--- config.mk ---
export PLATFORM = sky130hd
export DESIGN_NAME = lmc1992_rx
export DESIGN_NICKNAME = d
export VERILOG_FILES = /design/src/rtl/lmc1992_rx.sv
export SDC_FILE = /design/constraint.sdc
export NUM_CORES = 1
export LEC_CHECK = 0
export ABC_AREA = 1
export CAP_MARGIN = 15
export CORE_UTILIZATION = 30
export CTS_BUF_LIST = sky130_fd_sc_hd__clkbuf_16
export DETAILED_ROUTE_END_ITERATION = 7
export GPL_ROUTABILITY_DRIVEN = 0
export GPL_TIMING_DRIVEN = 0
export HOLD_SLACK_MARGIN = 0.06
export PLACE_DENSITY_LB_ADDON = 0.05
export SETUP_SLACK_MARGIN = 0.1
export SLEW_MARGIN = 20
export SYNTH_ARGS = -nofsm -noshare
export SYNTH_HDL_FRONTEND = slang
export SYNTH_SLANG_ARGS = --single-unit
--- constraint.sdc ---
create_clock -name clk32 -period 5.95 [get_ports clk32]
set_input_delay 0.595 -clock clk32 [delete_from_list [all_inputs] [get_ports clk32]]
set_output_delay 0.595 -clock clk32 [all_outputs]
set_load 0.01 [all_outputs]
--- src/rtl/lmc1992_rx.sv ---
// lmc1992_rx: microwire receive end of the LMC1992 volume/tone controller model.
// Deserialises framed 11-bit commands into the mixer/tone/volume registers and
// applies master plus per-channel attenuation to offset-binary audio samples.
module lmc1992_rx #(
  parameter int unsigned CMD_BITS = 11,
  parameter logic [1:0]  DEV_ADDR = 2'b10
) (
  input  logic       clk32,
  input  logic       resb,
  input  logic       MWCK,
  input  logic       MWDATA,
  input  logic       MWE_N,
  input  logic       AUD_STB,
  input  logic [7:0] AUD_L,
  input  logic [7:0] AUD_R,
  output logic       OUT_STB,
  output logic [7:0] OUT_L,
  output logic [7:0] OUT_R,
  output logic [1:0] MIXER,
  output logic [3:0] BASS,
  output logic [3:0] TREBLE,
  output logic [5:0] MASTER,
  output logic [4:0] VOL_L,
  output logic [4:0] VOL_R,
  output logic       CMD_ERR
);

  localparam int unsigned CNT_W = 5;
  localparam int unsigned SR_W  = CMD_BITS;
  localparam logic [CNT_W-1:0] CNT_MAX = '1;

  // Combined attenuation steps -> {mantissa[8:0], shift[4:0]}.
  function automatic logic [13:0] gain(input logic [5:0] master, input logic [4:0] vol);
    logic [6:0] n;
    logic [1:0] r;
    logic [8:0] m;
    n = 7'(6'd40 - master) + 7'(5'd20 - vol);
    r = 2'(n % 7'd3);
    case (r)
      2'd0:    m = 9'd256;
      2'd1:    m = 9'd203;
      default: m = 9'd161;
    endcase
    gain = {m, 5'(n / 7'd3)};
  endfunction

  // Signed sample times mantissa, then the two arithmetic right shifts.
  function automatic logic [7:0] scale(input logic [7:0] s, input logic [8:0] m,
                                       input logic [4:0] q);
    logic signed [17:0] prod;
    prod = $signed({{10{s[7]}}, s}) * $signed({9'd0, m});
    scale = (q >= 5'd8) ? 8'd0 : 8'((prod >>> 8) >>> q);
  endfunction

  logic            mwck_q, mwck_d, mwe_n_q, mwe_n_d;
  logic [SR_W-1:0] sr_q, sr_d;
  logic [CNT_W-1:0] cnt_q, cnt_d;
  logic [1:0]      mixer_q, mixer_d;
  logic [3:0]      bass_q, bass_d, treble_q, treble_d;
  logic [5:0]      master_q, master_d;
  logic [4:0]      vol_l_q, vol_l_d, vol_r_q, vol_r_d;
  logic            cmd_err_q, cmd_err_d;

  logic            s1_vld_q, s1_vld_d;
  logic [7:0]      s1_s_l_q, s1_s_l_d, s1_s_r_q, s1_s_r_d;
  logic [8:0]      s1_m_l_q, s1_m_l_d, s1_m_r_q, s1_m_r_d;
  logic [4:0]      s1_q_l_q, s1_q_l_d, s1_q_r_q, s1_q_r_d;
  logic            out_stb_q, out_stb_d;
  logic [7:0]      out_l_q, out_l_d, out_r_q, out_r_d;

  logic            ck_rise, en_rise, en_fall;
  logic [1:0]      addr;
  logic [2:0]      func;

  assign ck_rise = MWCK & ~mwck_q;
  assign en_rise = MWE_N & ~mwe_n_q;
  assign en_fall = ~MWE_N & mwe_n_q;
  assign addr    = sr_d[SR_W-1 -: 2];
  assign func    = sr_d[SR_W-3 -: 3];

  // Microwire deserialiser and register decode on frame end.
  always_comb begin
    mwck_d    = MWCK;
    mwe_n_d   = MWE_N;
    sr_d      = sr_q;
    cnt_d     = cnt_q;
    mixer_d   = mixer_q;
    bass_d    = bass_q;
    treble_d  = treble_q;
    master_d  = master_q;
    vol_l_d   = vol_l_q;
    vol_r_d   = vol_r_q;
    cmd_err_d = 1'b0;
    if (en_fall) cnt_d = '0;
    // A clock rise coinciding with frame end still belongs to the frame.
    if (ck_rise && (!MWE_N || en_rise)) begin
      sr_d = {sr_q[SR_W-2:0], MWDATA};
      if (cnt_d != CNT_MAX) cnt_d = cnt_d + CNT_W'(1);
    end
    if (en_rise) begin
      if (cnt_d >= CNT_W'(CMD_BITS) && addr == DEV_ADDR) begin
        case (func)
          3'b000: mixer_d  = sr_d[1:0];
          3'b001: bass_d   = (sr_d[3:0] > 4'd12) ? 4'd12 : sr_d[3:0];
          3'b010: treble_d = (sr_d[3:0] > 4'd12) ? 4'd12 : sr_d[3:0];
          3'b011: master_d = (sr_d[5:0] > 6'd40) ? 6'd40 : sr_d[5:0];
          3'b100: vol_r_d  = (sr_d[4:0] > 5'd20) ? 5'd20 : sr_d[4:0];
          3'b101: vol_l_d  = (sr_d[4:0] > 5'd20) ? 5'd20 : sr_d[4:0];
          default: ;
        endcase
      end else begin
        cmd_err_d = 1'b1;
      end
    end
  end

  // Two-stage attenuation pipeline; volume sampled into stage 1.
  always_comb begin
    s1_vld_d  = AUD_STB;
    s1_s_l_d  = s1_s_l_q;
    s1_s_r_d  = s1_s_r_q;
    s1_m_l_d  = s1_m_l_q;
    s1_m_r_d  = s1_m_r_q;
    s1_q_l_d  = s1_q_l_q;
    s1_q_r_d  = s1_q_r_q;
    out_stb_d = s1_vld_q;
    out_l_d   = out_l_q;
    out_r_d   = out_r_q;
    if (AUD_STB) begin
      s1_s_l_d             = AUD_L ^ 8'h80;
      s1_s_r_d             = AUD_R ^ 8'h80;
      {s1_m_l_d, s1_q_l_d} = gain(master_q, vol_l_q);
      {s1_m_r_d, s1_q_r_d} = gain(master_q, vol_r_q);
    end
    if (s1_vld_q) begin
      out_l_d = scale(s1_s_l_q, s1_m_l_q, s1_q_l_q) ^ 8'h80;
      out_r_d = scale(s1_s_r_q, s1_m_r_q, s1_q_r_q) ^ 8'h80;
    end
  end

  // State registers with synchronous active-low reset.
  always_ff @(posedge clk32) begin
    if (!resb) begin
      mwck_q    <= 1'b1;
      mwe_n_q   <= 1'b1;
      sr_q      <= '0;
      cnt_q     <= '0;
      mixer_q   <= 2'b01;
      bass_q    <= 4'd6;
      treble_q  <= 4'd6;
      master_q  <= 6'd40;
      vol_l_q   <= 5'd20;
      vol_r_q   <= 5'd20;
      cmd_err_q <= 1'b0;
      s1_vld_q  <= 1'b0;
      s1_s_l_q  <= '0;
      s1_s_r_q  <= '0;
      s1_m_l_q  <= '0;
      s1_m_r_q  <= '0;
      s1_q_l_q  <= '0;
      s1_q_r_q  <= '0;
      out_stb_q <= 1'b0;
      out_l_q   <= 8'h80;
      out_r_q   <= 8'h80;
    end else begin
      mwck_q    <= mwck_d;
      mwe_n_q   <= mwe_n_d;
      sr_q      <= sr_d;
      cnt_q     <= cnt_d;
      mixer_q   <= mixer_d;
      bass_q    <= bass_d;
      treble_q  <= treble_d;
      master_q  <= master_d;
      vol_l_q   <= vol_l_d;
      vol_r_q   <= vol_r_d;
      cmd_err_q <= cmd_err_d;
      s1_vld_q  <= s1_vld_d;
      s1_s_l_q  <= s1_s_l_d;
      s1_s_r_q  <= s1_s_r_d;
      s1_m_l_q  <= s1_m_l_d;
      s1_m_r_q  <= s1_m_r_d;
      s1_q_l_q  <= s1_q_l_d;
      s1_q_r_q  <= s1_q_r_d;
      out_stb_q <= out_stb_d;
      out_l_q   <= out_l_d;
      out_r_q   <= out_r_d;
    end
  end

  assign OUT_STB = out_stb_q;
  assign OUT_L   = out_l_q;
  assign OUT_R   = out_r_q;
  assign MIXER   = mixer_q;
  assign BASS    = bass_q;
  assign TREBLE  = treble_q;
  assign MASTER  = master_q;
  assign VOL_L   = vol_l_q;
  assign VOL_R   = vol_r_q;
  assign CMD_ERR = cmd_err_q;

endmodule

==> results.json <==
{
  "synth_compound_area_frac": 0.115,
  "final_cell_mix": "265 x inv_1, 259 x nand2_1, 122 x ha_1, 104 x nor2_1, 95 x dfxtp_1",
  "synthMuxAreaShare": 0.00424,
  "fmax_mhz": 186,
  "vias_per_cell": 4.44,
  "hold_path_class": "reg -> reg",
  "syn_to_final_growth_pct": 15.8,
  "synth_area_per_cell_sq_um": 7.14,
  "cts_sinks": 97,
  "ys_seq_elements": 97,
  "layout_commonest_cell": "inv_1",
  "grt.overflow.total": 0,
  "grt_pass1_wl_mm": 40.8,
  "leakage_nw": 6.04,
  "worst_path_largest_cell_delay_ps": 540,
  "cp_top_family": "adder cells",
  "first_pass_iters": 8,
  "antenna_found_initial": 1,
  "synth_warnings": 0,
  "end_kind": "flip-flop",
  "core-area_sq_mm": 0.0308,
  "grt_usage": 0.157,
  "ant_nets": 0,
  "clkPwrFrac": 0.379,
  "rsz0062_at_grt": "true",
  "fillers": 3404,
  "critPathSlowestCell": "fa_1",
  "routed-wl-met2_mm": 11.2,
  "status": "finished with violations",
  "synth-xor-area-share": 0.0277,
  "clock_latency_ps": 360,
  "fin_nets": 1602,
  "p_per_area_mw_per_mm2": 149,
  "num_io_pins": 66,
  "ys_seq_area_frac": 0.205,
  "drt-met1-wl_mm": 12.1,
  "numPortBuffers": 63,
  "swShare": 0.323,
  "power_frac_seq": 0.425,
  "cts_tree": "built",
  "path_common_cell": "nand2_1",
  "start_util": 0.307,
  "synth_top_family_by_area": "adder cells",
  "syn-num-nets": 1525,
  "path_buf_inv": 3,
  "n_antenna_cell": 0,
  "netlist_area_sq_mm": 0.00945,
  "htree_num_levels": 3,
  "pwr-share-comb": 0.196,
  "fin_crit_sh": 0.905,
  "ctsHoldBuffers": 0,
  "tightest_slew_ps": 840,
  "worst_slack_ps": 567,
  "startpoint_type": "flip-flop",
  "die_area_sq_mm": 0.0322,
  "grt_start_max_net_pins": 21,
  "path_clk_slew_ps": 90,
  "wl_per_cell_microns": 13.5,
  "wl_met3_microns": 682,
  "slew_violations": 0,
  "clockRootBuffer": "clkbuf_16",
  "drive_above_1_share": 0.0910,
  "drtIter0Drc": 332,
  "power.switching_w": 0.000525,
  "die_y_microns": 180,
  "arrival_ps": 5680,
  "cts_buffer_depth": 2,
  "row_count": 64,
  "place_hpwl_mm": 20.2,
  "syn_inst": 1325,
  "failed_checks": "design-rule violations",
  "topRoutingLayerUsed": "met4",
  "crit_fanout": 9,
  "synth_adder_area_share": 0.280,
  "period_needed_ps": 5380,
  "dp_slack_ps": 160,
  "drc": 4,
  "setup_violations": 0,
  "die_width_microns": 180,
  "grt_pass1_vias": 7923,
  "drt_wl_total_mm": 24.4,
  "cts_buffers": 9,
  "worstPathRequired_ps": 6240,
  "ys_types": 46,
  "relSlewSlack": 0.440,
  "clock_skew_ps": 12.1,
  "cap_violations": 0,
  "setup_tns_ps": 0,
  "vdd_drop_max_v": 0.000137,
  "path_class": "reg -> reg",
  "vias": 8010,
  "finalHoldViolCount": 0,
  "p_int_w": 0.00110,
  "synthSimpleGateAreaFrac": 0.239
}
==> metal layers <==
metal	up-vias	track usage
met5	-	0
met4	0	0.0372
met3	18	0.0223
met2	100	0.268
li1	4289	-
met1	3603	0.209
==> layout make-up <==
| class | instances | area, sq um | area share |
|---|---|---|---|
| multi-input combinational | 909 | 6320 | 0.577 |
| sequential | 97 | 1950 | 0.178 |
| inverter | 283 | 1060 | 0.0973 |
| timing repair buffer | 66 | 653 | 0.0597 |
| tap | 396 | 495 | 0.0453 |
| clock buffer | 9 | 225 | 0.0206 |
| buffer | 36 | 165 | 0.0151 |
| clock inverter | 7 | 76.3 | 0.00697 |
==> flip-flops by register name (all words and copies together) (netlist names), 4 cells and up <==
signal / count
OUT_L: 8
s1_q_l_q: 5
s1_m_r_q: 4
OUT_R: 8
sr_q: 11
s1_m_l_q: 4
s1_q_r_q: 5
cnt_q: 5
s1_s_r_q: 8
TREBLE: 4
MASTER: 6
VOL_R: 5
s1_s_l_q: 8
BASS: 4
VOL_L: 5
==> power groups by stage <==
stage / Clock (W) / Combinational [W] / Sequential (W)
2_1_floorplan: 0 / 0.000220 / 0.000704
3_5_place_dp: 0 / 0.000321 / 0.000708
5_1_grt: 0.000660 / 0.000374 / 0.000696
3_3_place_gp: 0 / 0.000324 / 0.000708
4_1_cts: 0.000638 / 0.000325 / 0.000693
6_report: 0.000616 / 0.000319 / 0.000692
==> what timing repair did <==
item | 4_1_cts | 5_1_grt
gates resized for setup | 0 | 36
setup endpoints to repair | 0 | 16
setup buffers | 0 | 3
==> path summary, 6_finish.rpt <==
kind | startpoint | to | slack, ps | cells after the start
setup / recovery | s1_m_r_q[7]$_SDFFE_PN0P_ | OUT_R[2]$_SDFFE_PN0P_ | 570 | 32
hold / removal | OUT_L[5]$_SDFFE_PN0P_ | OUT_L[5]$_SDFFE_PN0P_ | 470 | 2
setup reg to reg | s1_m_r_q[7]$_SDFFE_PN0P_ | OUT_R[2]$_SDFFE_PN0P_ | 570 | 32
hold reg to reg | OUT_L[5]$_SDFFE_PN0P_ | OUT_L[5]$_SDFFE_PN0P_ | 470 | 2
==> per-stage QoR <==
step           hold slack, ps  utilization  std cells  total power [W]  instance area, sq um
5_1_grt                   486        0.355       1803          0.00173                 10900
6_report                  467        0.355       1803          0.00163                 10900
4_1_cts                   471        0.353       1800          0.00166                 10900
3_5_place_dp              453        0.343       1784          0.00103                 10600
3_3_place_gp              456        0.343       1784          0.00103                 10600
2_1_floorplan             446            -       1325         0.000924                  9450
==> logic make-up (layout without fill, tap and decap cells) <==
| logic type | Yosys count | in the layout |
|---|---|---|
| xor+xnor | 29 | 29 |
| fa+ha+maj | 178 | 178 |
| flops | 97 | 97 |
| buf+inv | 319 | 401 |
| mux | 4 | 4 |
| simple gates | 503 | 503 |
| compound gates | 195 | 195 |
==> worst min-delay path, delay by kind of cell, from the launching register on <==
kind	cells	cell delay [ps]
compound gates	1	50
flops	1	310
simple gates	1	60
==> synth_stat cells, drive strengths merged <==
cell type,instances,area share
a21o,4,0.0032
xor2,13,0.013
o311ai,4,0.0037
a211oi,2,0.0016
nand2,293,0.13
clkinv,4,0.0016
clkbuf,33,0.013
mux2i,4,0.0042
dfxtp,97,0.21
nand4,7,0.0046
nor3,4,0.0021
ha,122,0.16
xnor2,16,0.015
o211ai,12,0.0095
o21bai,3,0.0028
dlymetal6s2s,1,0.0013
nand3,66,0.045
a22oi,1,0.00079
fa,56,0.12
buf,2,0.0017
nor4,2,0.0013
nand3b,2,0.0016
a21oi,71,0.038
o31ai,1,0.00079
o22ai,2,0.0020
a31oi,4,0.0026
or2,16,0.011
a21boi,1,0.0012
o21ai,90,0.048
inv,279,0.11
nor2,113,0.048
Note: power is estimated with default switching activity, not from simulation.
